--- src/rtl/hub_slot_sched_if.sv ---
// rtl/hub_slot_sched_if.sv - hub slot scheduler bus: cog run flags in, slot/strobe/counter out
interface hub_slot_sched_if #(
    parameter int NUMCOGS = 8,
    parameter int CNT_W   = 32,
    parameter int IDX_W   = (NUMCOGS > 1) ? $clog2(NUMCOGS) : 1
) ();
    logic [NUMCOGS-1:0] cog_ena;
    logic               nres;
    logic               ena_bus;
    logic [NUMCOGS-1:0] bus_sel;
    logic [IDX_W-1:0]   slot_idx;
    logic               slot_wrap;
    logic [CNT_W-1:0]   cnt;

    modport master (
        input  cog_ena,
        output nres, ena_bus, bus_sel, slot_idx, slot_wrap, cnt
    );

    modport slave (
        output cog_ena,
        input  nres, ena_bus, bus_sel, slot_idx, slot_wrap, cnt
    );
endinterface

--- src/rtl/hub_slot_sched.sv ---
// rtl/hub_slot_sched.sv - hub slot rotation, bus phase strobe and system counter
// Optional HUB_SKIP_IDLE_EN: each slot update jumps to the next running cog.
module hub_slot_sched #(
    parameter int NUMCOGS = 8,
    parameter int CNT_W   = 32,
    parameter int IDX_W   = (NUMCOGS > 1) ? $clog2(NUMCOGS) : 1
) (
    input  logic             clk_cog,
    input  logic             inp_res,
    input  logic             soft_res,
    hub_slot_sched_if.master hub
);
    logic               nres_q;
    logic               ena_bus_q;
    logic               slot_wrap_q;
    logic [NUMCOGS-1:0] bus_sel_q;
    logic [NUMCOGS-1:0] sel_next;
    logic [CNT_W-1:0]   cnt_q;
    logic [IDX_W-1:0]   slot_idx_w;
    int                 cur_idx;
    int                 nxt_idx;

    always_comb begin
        slot_idx_w = '0;
        for (int i = 0; i < NUMCOGS; i++) begin
            if (bus_sel_q[i]) slot_idx_w = IDX_W'(i);
        end
    end

`ifdef HUB_SKIP_IDLE_EN
    int   base_idx;
    int   probe_idx;
    logic found;
`else
    logic cog_ena_unused;
    assign cog_ena_unused = ^hub.cog_ena;
`endif

    always_comb begin
        cur_idx = int'(slot_idx_w);
        if (bus_sel_q == '0 || cur_idx == NUMCOGS - 1) nxt_idx = 0;
        else                                            nxt_idx = cur_idx + 1;
`ifdef HUB_SKIP_IDLE_EN
        // Search starts at the fixed-rotation successor; the last probe lands on
        // the current slot so a lone running cog keeps the bus.
        found     = 1'b0;
        base_idx  = nxt_idx;
        probe_idx = 0;
        for (int i = 0; i < NUMCOGS; i++) begin
            probe_idx = base_idx + i;
            if (probe_idx >= NUMCOGS) probe_idx = probe_idx - NUMCOGS;
            for (int k = 0; k < NUMCOGS; k++) begin
                if (!found && k == probe_idx && hub.cog_ena[k]) begin
                    found   = 1'b1;
                    nxt_idx = k;
                end
            end
        end
`endif
        sel_next = '0;
        for (int i = 0; i < NUMCOGS; i++) sel_next[i] = (i == nxt_idx);
    end

    always_ff @(posedge clk_cog) begin
        if (inp_res) begin
            nres_q      <= 1'b0;
            ena_bus_q   <= 1'b0;
            bus_sel_q   <= '0;
            slot_wrap_q <= 1'b0;
            cnt_q       <= '0;
        end else begin
            nres_q      <= ~soft_res;
            slot_wrap_q <= 1'b0;
            if (!nres_q) begin
                // Idle bus drops the current slot; restart always begins at slot 0.
                ena_bus_q <= 1'b0;
                bus_sel_q <= '0;
            end else begin
                ena_bus_q <= ~ena_bus_q;
                cnt_q     <= cnt_q + CNT_W'(1);
                if (ena_bus_q) begin
                    bus_sel_q   <= sel_next;
                    slot_wrap_q <= sel_next[0];
                end
            end
        end
    end

    assign hub.nres      = nres_q;
    assign hub.ena_bus   = ena_bus_q;
    assign hub.bus_sel   = bus_sel_q;
    assign hub.slot_idx  = slot_idx_w;
    assign hub.slot_wrap = slot_wrap_q;
    assign hub.cnt       = cnt_q;
endmodule

--- src/flat_wrapper.sv ---
// flat-port wrapper written by rule: the top's interface ports become plain ports
module hub_slot_sched_flat 
#(
    parameter int NUMCOGS = 8,
    parameter int CNT_W   = 32,
    parameter int IDX_W   = (NUMCOGS > 1) ? $clog2(NUMCOGS) : 1
)
  (clk_cog, inp_res, soft_res, hub_cog_ena, hub_nres, hub_ena_bus, hub_bus_sel, hub_slot_idx, hub_slot_wrap, hub_cnt);
  hub_slot_sched_if #(.NUMCOGS(NUMCOGS), .CNT_W(CNT_W), .IDX_W(IDX_W)) hub_i ();
  input  logic clk_cog;
  input  logic inp_res;
  input  logic soft_res;
  input wire logic [$bits(hub_i.cog_ena)-1:0] hub_cog_ena;
  output wire logic [$bits(hub_i.nres)-1:0] hub_nres;
  output wire logic [$bits(hub_i.ena_bus)-1:0] hub_ena_bus;
  output wire logic [$bits(hub_i.bus_sel)-1:0] hub_bus_sel;
  output wire logic [$bits(hub_i.slot_idx)-1:0] hub_slot_idx;
  output wire logic [$bits(hub_i.slot_wrap)-1:0] hub_slot_wrap;
  output wire logic [$bits(hub_i.cnt)-1:0] hub_cnt;
  assign hub_i.cog_ena = hub_cog_ena;
  assign hub_nres = hub_i.nres;
  assign hub_ena_bus = hub_i.ena_bus;
  assign hub_bus_sel = hub_i.bus_sel;
  assign hub_slot_idx = hub_i.slot_idx;
  assign hub_slot_wrap = hub_i.slot_wrap;
  assign hub_cnt = hub_i.cnt;
  hub_slot_sched #(.NUMCOGS(NUMCOGS), .CNT_W(CNT_W), .IDX_W(IDX_W)) u_core (.clk_cog(clk_cog), .inp_res(inp_res), .soft_res(soft_res), .hub(hub_i));
endmodule
--- config.mk ---
export PLATFORM = sky130hd
export DESIGN_NAME = hub_slot_sched_flat
export DESIGN_NICKNAME = d
export VERILOG_FILES = /design/src/rtl/hub_slot_sched_if.sv /design/src/rtl/hub_slot_sched.sv /design/src/flat_wrapper.sv
export SDC_FILE = /design/constraint.sdc
export NUM_CORES = 1
export LEC_CHECK = 0
export CAP_MARGIN = 40
export CORE_ASPECT_RATIO = 1.4
export CORE_MARGIN = 5
export CORE_UTILIZATION = 42
export DETAILED_ROUTE_END_ITERATION = 8
export PLACE_DENSITY = 0.75
export SYNTH_ARGS = -nofsm -noshare
export SYNTH_HDL_FRONTEND = slang
export SYNTH_SLANG_ARGS = --single-unit
--- constraint.sdc ---
create_clock -name clk_cog -period 1.85 [get_ports clk_cog]
set_input_delay 0.185 -clock clk_cog [delete_from_list [all_inputs] [get_ports clk_cog]]
set_output_delay 0.185 -clock clk_cog [all_outputs]
set_load 0.005 [all_outputs]
==> flow_summary.yaml <==
worst_setup_path:
  arrival_ns: 2.09
  required_ns: 2.07
  cp-start-kind: "flip-flop"
  worstSetupEndpointType: "flip-flop"
  rrSetupSlack_ns: -0.02
  r2r_start: "u_core.hub.bus_sel[1]"
  critical_path_class: "flip-flop to flip-flop"
  crit_fanout: 4
  reg2reg_to: "u_core.hub.bus_sel[4]"
  ff2ff_path_depth: 11
yosys:
  synth_edf_count: 0
  syn-num-nets: 226
  synth_top_family_by_area: "simple AND/OR/NAND/NOR gates"
  syn_area_per_cell_um2: 9.16
  synthAdderAreaFrac: 0.0193
  synth_seq_cells: 43
  ys_top_cells_by_area: "dfxtp_1 44%, xor2_1 11%, nor2_1 8.7%, nand4_1 3.5%, nand2_1 3.5%"
  synth-simple-area-share: 0.327
  ys.flop_type: "dfxtp_1"
  seq_area_frac_synth: 0.443
  synth_top_area_cell: "dfxtp_1"
  muxShareOfSynthArea: 0.00515
  synth.top_cell.area_share: 0.443
  synth_xor_area_frac: 0.135
  yosysWarnings: 0
  netlist_area_um2: 1940
  syn_inst: 212
  async_reset_ff_frac: 0
  synth.distinct_cells: 35
  synth_compound_area_frac: 0.0483
floorplanning:
  core_um2: 4500
  die_h_um: 90.5
  io_pins: 57
  std_cell_rows: 29
  initial_core_util: 0.432
  die_w_um: 67.5
  dieArea_um2: 6100
power_and_ir_drop:
  p_leak_nw: 1.05
  clockPowerShare: 0.363
  p_sw_mw: 0.337
  swShare: 0.217
  vdd_ir_drop_max_uv: 461
  comb_power_share: 0.034
  p_int_mw: 1.21
  pwr_density_cell_nw_per_um2: 560
  p_seq_frac: 0.603
cells_and_area:
  drive_gt1_frac: 0.187
  post-route-util: 0.616
  antennaDiodeCount: 0
  final_common_cell: "clkdlybuf4s50_1"
  syn2layout_area_growth_pct: 42.7
  finalNetCount: 296
  final_cell_mix: "47 x clkdlybuf4s50_1, 43 x nor2_1, 41 x dfxtp_1"
global_routing:
  grt_pass1_vias: 1707
  grt_pass1_wl_um: 7610
  overflow: 0
  track_usage: 0.157
  grt_max_degree: 34
  antenna_found_initial: 0
timing:
  slew_violations: 0
  worstMarginPinSlew_ns: 0.516
  min_period_ns: 1.87
  setup_viol: 3
  finalCritPeriodShare: 1.01
  hold_viol: 0
  slew_headroom: 0.654
  timing.fmax_mhz: 535
  layout_setup_ws_ns: -0.0178
  finClkSkew_ns: 0.00700
  rsz0062_at_grt: "yes"
detailed_routing:
  ant_nets: 0
  wl_um: 4530
  route.detailed.drc: 0
  vias_per_cell: 4.96
  vias: 1712
  drt_iter0_markers: 58
  wl_per_cell_um: 13.1
  drt-pass1-iter-count: 4
min_path:
  hold_end: "u_core.hub.nres"
  hold_path_class: "primary input to flip-flop"
  hp-start: "soft_res"
  hold_depth: 2
clocking:
  cts_root_buf: "clkbuf_8"
  htreeDepth: 2
  path_clk_slew_ns: 0.08
  clock_latency_ns: 0.29
  cts_tree: "yes"
  cts_buffers: 5
  clk_path_buf_depth: 2
  clock-sinks: 43
placed_design:
  dpl.hpwl_um: 3350
  gp_congestion: 0.783
  dp_slack_ns: -0.0198
  port-buffer-count: 48
run_status:
  outcome: "complete, but fails checks"
  violations: "setup timing"
job:
  cap_viol_max_count: 0
metal layers:
layer / vias up / GRT usage / part of all wire
met3: 4 / 0.0361 / 0.047
met2: 46 / 0.269 / 0.52
li1: 864 / - / -
met1: 798 / 0.186 / 0.43
met5: - / 0 / 0
met4: 0 / 0.0525 / 0.0071
synthesized netlist by cell type (2+ instances only):
| cell type | n |
|---|---|
| nor2_1 | 45 |
| dfxtp_1 | 43 |
| xor2_1 | 25 |
| nand2_1 | 18 |
| nand3_1 | 12 |
| nand4_1 | 11 |
| o21ai_0 | 7 |
| xnor2_1 | 5 |
| clkbuf_1 | 4 |
| inv_1 | 4 |
| and3_1 | 3 |
| ha_1 | 3 |
| nand3_4 | 3 |
| nand3b_1 | 3 |
| nor4_2 | 3 |
| o21ai_1 | 3 |
| a21oi_1 | 2 |
critical path, cell delays in order, from the launching register on:
cell and delay, ns:
dfxtp_2 0.33, nor2b_1 0.12, o21bai_1 0.15, a21oi_2 0.10
nor2_2 0.13, inv_2 0.07, ha_4 0.16, ha_4 0.14
a41oi_2 0.17, and2_4 0.19, nand3b_1 0.11, o21ai_1 0.13
what timing repair did:
item                                    4_1_cts  5_1_grt
gates resized for setup                       5        6
pin swaps                                     3        3
buffers inserted                              1        3
hold endpoints to repair                      0        0
hold buffers                                  0        0
endpoints found under the setup margin        8       11
sequential cells by signal, summed over array words and instances, names as in the netlist:
name                  cells
u_core.hub.bus_sel        8
u_core.hub.cnt           32
u_core.hub.ena_bus        1
u_core.hub.nres           1
u_core.hub.slot_wrap      1
logic make-up (layout without fill, tap and decap cells):
group,count (synthesis),in the layout
AOI/OAI and AO/OA,16,16
DFF,43,43
xor gates and xnor gates,30,30
adders and majority gates,3,3
muxes,1,1
and+or+nand+nor,110,110
buffers and inverters,9,80
area by class of cell:
cell class / count / area (um2)
Sequential cell: 43 / 863
Tap cell: 62 / 77.6
Multi-Input combinational cell: 160 / 1100
Fill cell: 417 / 1730
Inverter: 4 / 15.0
Clock inverter: 3 / 15.0
Clock buffer: 5 / 68.8
Timing Repair Buffer: 68 / 629
power by group through the flow:
stage	clock (mW)	sequential (mW)	combinational (mW)
after floorplan	0	0.959	0.0261
after global placement	0	0.957	0.0528
after detailed placement	0	0.957	0.0534
after CTS	0.585	0.935	0.0536
after global routing	0.627	0.936	0.0578
final	0.563	0.935	0.0528
how the worst max path moves through the flow:
stage	startpoint	to	slack, ns
final	u_core.hub.bus_sel[1]	u_core.hub.bus_sel[4]	-0.02
after global routing	u_core.hub.bus_sel[1]	u_core.hub.bus_sel[2]	-0.14
after CTS	u_core.hub.bus_sel[1]	u_core.hub.bus_sel[5]	-0.02
after detailed placement	u_core.hub.bus_sel[1]	u_core.hub.bus_sel[5]	-0.02
after global placement	u_core.hub.bus_sel[1]	u_core.hub.bus_sel[4]	0.02
after floorplan	u_core.hub.bus_sel[1]	u_core.hub.bus_sel[4]	-0.004
metrics by stage:
stage	hold WS, ns	TNS [ns]	power (mW)	cell area (um2)	cells
6_report	0.408	-0.0388	1.55	2770	345
5_1_grt	0.400	-0.847	1.62	2770	345
4_1_cts	0.398	-0.0428	1.57	2740	342
3_5_place_dp	0.478	-0.0495	1.01	2630	333
3_3_place_gp	0.473	0	1.01	2630	333
2_1_floorplan	0.252	-0.00370	0.985	1980	212
No activity file was read; power rests on OpenSTA's default activity.
==> patch 1, RTL diff (config.mk and constraints unchanged) <==
`CNT_W` is set to 32 in 3 places; all go to 48.
--- a/src/rtl/hub_slot_sched_if.sv
+++ b/src/rtl/hub_slot_sched_if.sv
@@ -2,5 +2,5 @@
 interface hub_slot_sched_if #(
     parameter int NUMCOGS = 8,
-    parameter int CNT_W   = 32,
+    parameter int CNT_W   = 48,
     parameter int IDX_W   = (NUMCOGS > 1) ? $clog2(NUMCOGS) : 1
 ) ();
--- a/src/rtl/hub_slot_sched.sv
+++ b/src/rtl/hub_slot_sched.sv
@@ -3,5 +3,5 @@
 module hub_slot_sched #(
     parameter int NUMCOGS = 8,
-    parameter int CNT_W   = 32,
+    parameter int CNT_W   = 48,
     parameter int IDX_W   = (NUMCOGS > 1) ? $clog2(NUMCOGS) : 1
 ) (
--- a/src/flat_wrapper.sv
+++ b/src/flat_wrapper.sv
@@ -3,5 +3,5 @@
 #(
     parameter int NUMCOGS = 8,
-    parameter int CNT_W   = 32,
+    parameter int CNT_W   = 48,
     parameter int IDX_W   = (NUMCOGS > 1) ? $clog2(NUMCOGS) : 1
 )
Ports: changed (resized hub_cnt); port bits go from 57 to 73. The function was not compared with the original's and may differ.
==> patch 1 against the unedited design <==
- the run still ends with setup timing left
- worst setup slack worse by 0.036 ns
- area after synthesis rose by 42%
- cell area is 66% higher
- routed wire length is 76% higher
- global-route usage up 3.2 points
- core utilization increased by 9.6 points
- critical path depth is 6 lower
- first-iteration DRC count grew 140%
- hold slack lost 0.16 ns
- maximum frequency shrank 1.9%
- sequential cell count increased by 16
- total power grew 68%
- critical path type unchanged
- largest cell class unchanged
==> patch 1: results (changes against the unedited design) <==
- Setup violations, final: 5 (+2)
- Fraction of registers with async set/reset: 0 (unchanged)
- Placed cells: 508 (+53%)
- Power per cell area: 564 nW/um^2 (+0.80%)
- Share of cells above drive strength 1: 0.353 (+0.166)
- Number of distinct library cells after synthesis: 40 (+14%)
- Syn avg cell area: 8.51 um^2 (-7.1%)
- IO Port Bufs: 64 (+33%)
- Met1 Track Usage GR: 0.209 (+0.0228)
- # fillers: 483 (+16%)
- Ranking of synthesized cells by area: dfxtp_1 (43%), nor2_1 (6.7%), xnor2_1 (6.0%)
- Vias in the first global route: 2809 (+65%)
- Iter 0 DRT Violations: 139 (+140%)
- Worst-margin pin slew: 0.586 ns (+0.0692 ns)
- CTS Buf Count: 9 (+4)
- HP Class: in -> reg
- Total track usage: 0.189 (+0.0319)
- Placer Congestion: 0.844 (+7.9%)
- Worst-path clk slew: around 0.070 ns
- Initial antenna violation count: 0 (unchanged)
- Final Worst Setup Slack: -0.0535 ns (-0.0357 ns)
- Crit-path max FO: 7 (+3)
- Number of non-filler instances in the completed layout: 544 (+58%)
- Hpwl dp: 5350 um (+60%)
- Largest net degree at the start of global routing: 56 (+65%)
- Placement Setup Slack: -0.0958 ns (-0.0760 ns)
- Seq/Total Area, Yosys: 0.428 (-0.0150)
- Syn nets: 338 (+50%)
- VDD IR max: 0.435 mV (-5.7%)
- Max reg flops: 48 (+50%)
- Vias per cell: 5.38 (+8.4%)
- CP Data Arrival Time: 2.18 ns (+0.09 ns)
- Nets: 479 (+62%)
- Failing checks: setup timing
- Post-synth top cells: dfxtp_1 (59), nor2_1 (49), nand2_1 (27), xnor2_1 (19), nand4_1 (18)
- Status: finished, violations left
- First-pass GRT wire length: 12600 um (+66%)
- Total wire length: 7960 um (+76%)
- Met3 Usage GRT: 0.0393 (+0.00320)
- CTS root buffer: clkbuf_8
- Met2 usage: 0.330 (+0.0614)
- H-tree depth: 3 (+1)
- Internal: 2.01 mW (+66%)
- Leak pwr: 1.82 nW (+73%)
- Clock skew: 0.00679 ns (-0.000207 ns)
- Worst-Skew Late Latency: 0.34 ns (+0.05 ns)
patch 1: what timing repair did:
action	4_1_cts	5_1_grt
pin swaps	6	24
buffers inserted	3	17
hold endpoints to repair	0	0
resized for setup	24	38
gates cloned	0	0
setup endpoints to repair	23	33
patch 1: area by class of cell:
| type | instances | area [um^2] | share of cell area |
|---|---|---|---|
| multi-input cells | 247 | 1800 | 0.390 |
| clock buffers | 10 | 149 | 0.0323 |
| repair buffers | 144 | 1280 | 0.278 |
| clock inverters | 6 | 61.3 | 0.0133 |
| inverters | 4 | 15.0 | 0.00326 |
| well taps | 74 | 92.6 | 0.0201 |
| flip-flops and latches | 59 | 1210 | 0.263 |
patch 1: critical path, stage by stage, from the launching register on:
cell and delay, ns:
dfxtp_1 0.40, nand3_1 0.13, or4_4 0.56, or2_4 0.29
or3_4 0.34, a21oi_2 0.13
patch 1: through the flow:
| step | power, mW | TNS, ns | area, um^2 |
|---|---|---|---|
| after floorplan | 1.34 | -0.191 | 2910 |
| after global placement | 1.37 | -0.301 | 4010 |
| after detailed placement | 1.38 | -0.521 | 4010 |
| after CTS | 2.60 | -0.125 | 4330 |
| after global routing | 2.68 | -1.18 | 4610 |
| final | 2.60 | -0.101 | 4610 |
patch 1: final timing paths:
check / to / depth (start not counted) / start / slack [ns]
setup / recovery: u_core.hub.cnt[30] / 5 / u_core.hub.cnt[5] / -0.05
hold / removal: u_core.hub.bus_sel[0] / 3 / inp_res / 0.25
setup reg to reg: u_core.hub.cnt[30] / 5 / u_core.hub.cnt[5] / -0.05
hold reg to reg: u_core.hub.bus_sel[3] / 2 / u_core.hub.bus_sel[3] / 0.51
patch 1: routing by layer:
metal | vias up | share of wire
li1 | 1429 | -
met1 | 1399 | 0.42
met2 | 78 | 0.52
met3 | 19 | 0.041
met4 | 0 | 0.026
met5 | - | 0
patch 1: cell families after synthesis:
family,count (synthesis),synth area share
AOI/OAI and AO/OA,34,0.0780
xor gates and xnor gates,31,0.0985
adders and majority gates,3,0.0136
buffers and inverters,18,0.0259
DFF,59,0.428
muxes,6,0.0240
and+or+nand+nor,173,0.332
patch 1: power by group through the flow:
| stage | Sequential (mW) | Combinational, mW | Clock, mW |
|---|---|---|---|
| after floorplan | 1.31 | 0.0317 | 0 |
| after global placement | 1.31 | 0.0633 | 0 |
| after detailed placement | 1.31 | 0.0651 | 0 |
| after CTS | 1.28 | 0.0727 | 1.25 |
| after global routing | 1.28 | 0.0844 | 1.31 |
| final | 1.28 | 0.0768 | 1.25 |
==> patch 2, RTL diff (same settings) <==
Without the edit above. Register the inputs `inp_res` and `soft_res` before use. The logic sees them one clock later. The other inputs are not delayed to match.
--- a/src/rtl/hub_slot_sched.sv
+++ b/src/rtl/hub_slot_sched.sv
@@ -11,4 +11,13 @@
     hub_slot_sched_if.master hub
 );
+
+    logic inp_res_q;
+    logic soft_res_q;
+
+    always_ff @(posedge clk_cog) begin
+        inp_res_q  <= inp_res;
+        soft_res_q <= soft_res;
+    end
+
     logic               nres_q;
     logic               ena_bus_q;
@@ -63,5 +72,5 @@
 
     always_ff @(posedge clk_cog) begin
-        if (inp_res) begin
+        if (inp_res_q) begin
             nres_q      <= 1'b0;
             ena_bus_q   <= 1'b0;
@@ -70,5 +79,5 @@
             cnt_q       <= '0;
         end else begin
-            nres_q      <= ~soft_res;
+            nres_q      <= ~soft_res_q;
             slot_wrap_q <= 1'b0;
             if (!nres_q) begin
Behaviour: not the same (a bounded check fails within 4 cycles, from zero or initial values).
==> patch 2 against the unedited design <==
- the run still ends with setup timing left
- sequential power is 5.0% higher
- routed wire length is 1.6% higher
- total power is 16% higher
- area after synthesis is 2.1% higher
- worst setup slack worse by 0.062 ns
- sequential cell count is 2 higher
- final cell count is 0.29% higher
- cell area is 2.4% higher
- largest power group unchanged
==> patch 2: results (changes against the unedited design) <==
- Failing checks: setup timing
- Status: finished, violations left
- Hold path endpoint: u_core.soft_res_q
- Syn nets: 228 (+0.88%)
- Worst-margin pin slew: 0.540 ns (+0.0232 ns)
- First-pass GRT wire length: 7630 um (+0.28%)
- Clock tree buffer depth: 2 (unchanged)
- Clock skew: 0.00833 ns (+0.00133 ns)
- Setup violations, final: 7 (+4)
- Leak pwr: 1.09 nW (+3.9%)
- IO Port Bufs: 48 (unchanged)
- Placer Congestion: 0.777 (-0.73%)
- Hold Path Stages: 1 (-1)
- Crit-path max cell delay: 0.33 ns (about the same)
- Post-synth top cells: dfxtp_1 (45), nor2_1 (45), xor2_1 (25), nand2_1 (18), nand3_1 (12)
- Capturing point of the worst reg2reg path: u_core.hub.bus_sel[6]
- Setup TNS: -0.320 ns (-0.281 ns)
- CTS Buf Count: 5 (unchanged)
- Seq/Total Area, Yosys: 0.455 (+0.0112)
- Ranking of synthesized cells by area: dfxtp_1 (45%), xor2_1 (11%), nor2_1 (8.5%)
- Antenna cells: 0 (unchanged)
- VDD IR max: 0.586 mV (+27%)
- Final Worst Setup Slack: -0.0799 ns (-0.0621 ns)
- Hpwl dp: 3340 um (-0.26%)
- Iter 0 DRT Violations: 84 (+45%)
- Largest net degree at the start of global routing: 34 (unchanged)
- CP Data Arrival Time: 2.16 ns (+0.07 ns)
- Crit-path max FO: 4 (unchanged)
- Total track usage: 0.157 (about the same)
- Via count: 1745 (+1.9%)
- Initial antenna violation count: 0 (unchanged)
- Share of cells above drive strength 1: 0.180 (-0.00770)
- # fillers: 421 (+0.96%)
- DRT Pass-1 Iters: 5 (+1)
- Nets: 297 (+0.34%)
- Max reg flops: 32 (unchanged)
- Total wire length: 4600 um (+1.6%)
## patch 2: metal layers
metal,track usage,up-vias,part of all wire
met3,0.0432,6,0.044
met2,0.255,41,0.51
met5,0,-,0
met1,0.192,834,0.43
li1,-,864,-
met4,0.0630,0,0.016
## patch 2: power by group
part	switching, mW	total [mW]	leakage [nW]	internal, mW
sequential	0.00688	0.982	0.365	0.975
clock	0.328	0.767	0.0574	0.439
combinational	0.0262	0.0519	0.667	0.0257
## patch 2: how the worst max path moves through the flow
stage,from,slack (ns),to
after global routing,u_core.hub.bus_sel[1],-0.16,u_core.hub.bus_sel[6]
final,u_core.hub.bus_sel[1],-0.08,u_core.hub.bus_sel[6]
after CTS,u_core.hub.bus_sel[1],0.02,u_core.hub.bus_sel[6]
after detailed placement,u_core.hub.bus_sel[1],-0.005,u_core.hub.bus_sel[6]
after floorplan,u_core.hub.bus_sel[1],-0.004,u_core.hub.bus_sel[4]
after global placement,u_core.hub.bus_sel[1],0.04,u_core.hub.bus_sel[3]
## patch 2: kinds of logic (layout without fill, tap and decap cells)
family,count (synthesis),in the layout,share of synthesized area
buf+inv,9,79,0.0208
flops,45,45,0.455
mux,1,1,0.00505
fa+ha+maj,3,3,0.0189
compound gates,16,16,0.0473
xor+xnor,30,30,0.133
simple gates,110,110,0.321
## patch 2: cell type report
class / instances / area share
clock inverters: 2 / 0.0132
repair buffers: 67 / 0.220
clock buffers: 6 / 0.0291
well taps: 62 / 0.0273
inverters: 4 / 0.00529
multi-input cells: 160 / 0.387
flip-flops and latches: 45 / 0.318
## patch 2: repair_timing
action                                  CTS  global route
gates resized for setup                   2             6
hold buffers                              0             0
gates cloned                              0             0
endpoints found under the setup margin    7            10
setup buffers                             2             2
pin swaps                                 3             3
## patch 2: stage by stage
stage	setup WS, ns	hold slack, ns	power [mW]	cells	area, um^2
4_1_cts	0.0198	0.320	1.81	344	2800
3_3_place_gp	0.0392	0.369	1.06	334	2670
3_5_place_dp	-0.00522	0.371	1.06	334	2670
2_1_floorplan	-0.00370	0.213	1.03	214	2020
5_1_grt	-0.163	0.334	1.86	346	2840
6_report	-0.0799	0.324	1.80	346	2840
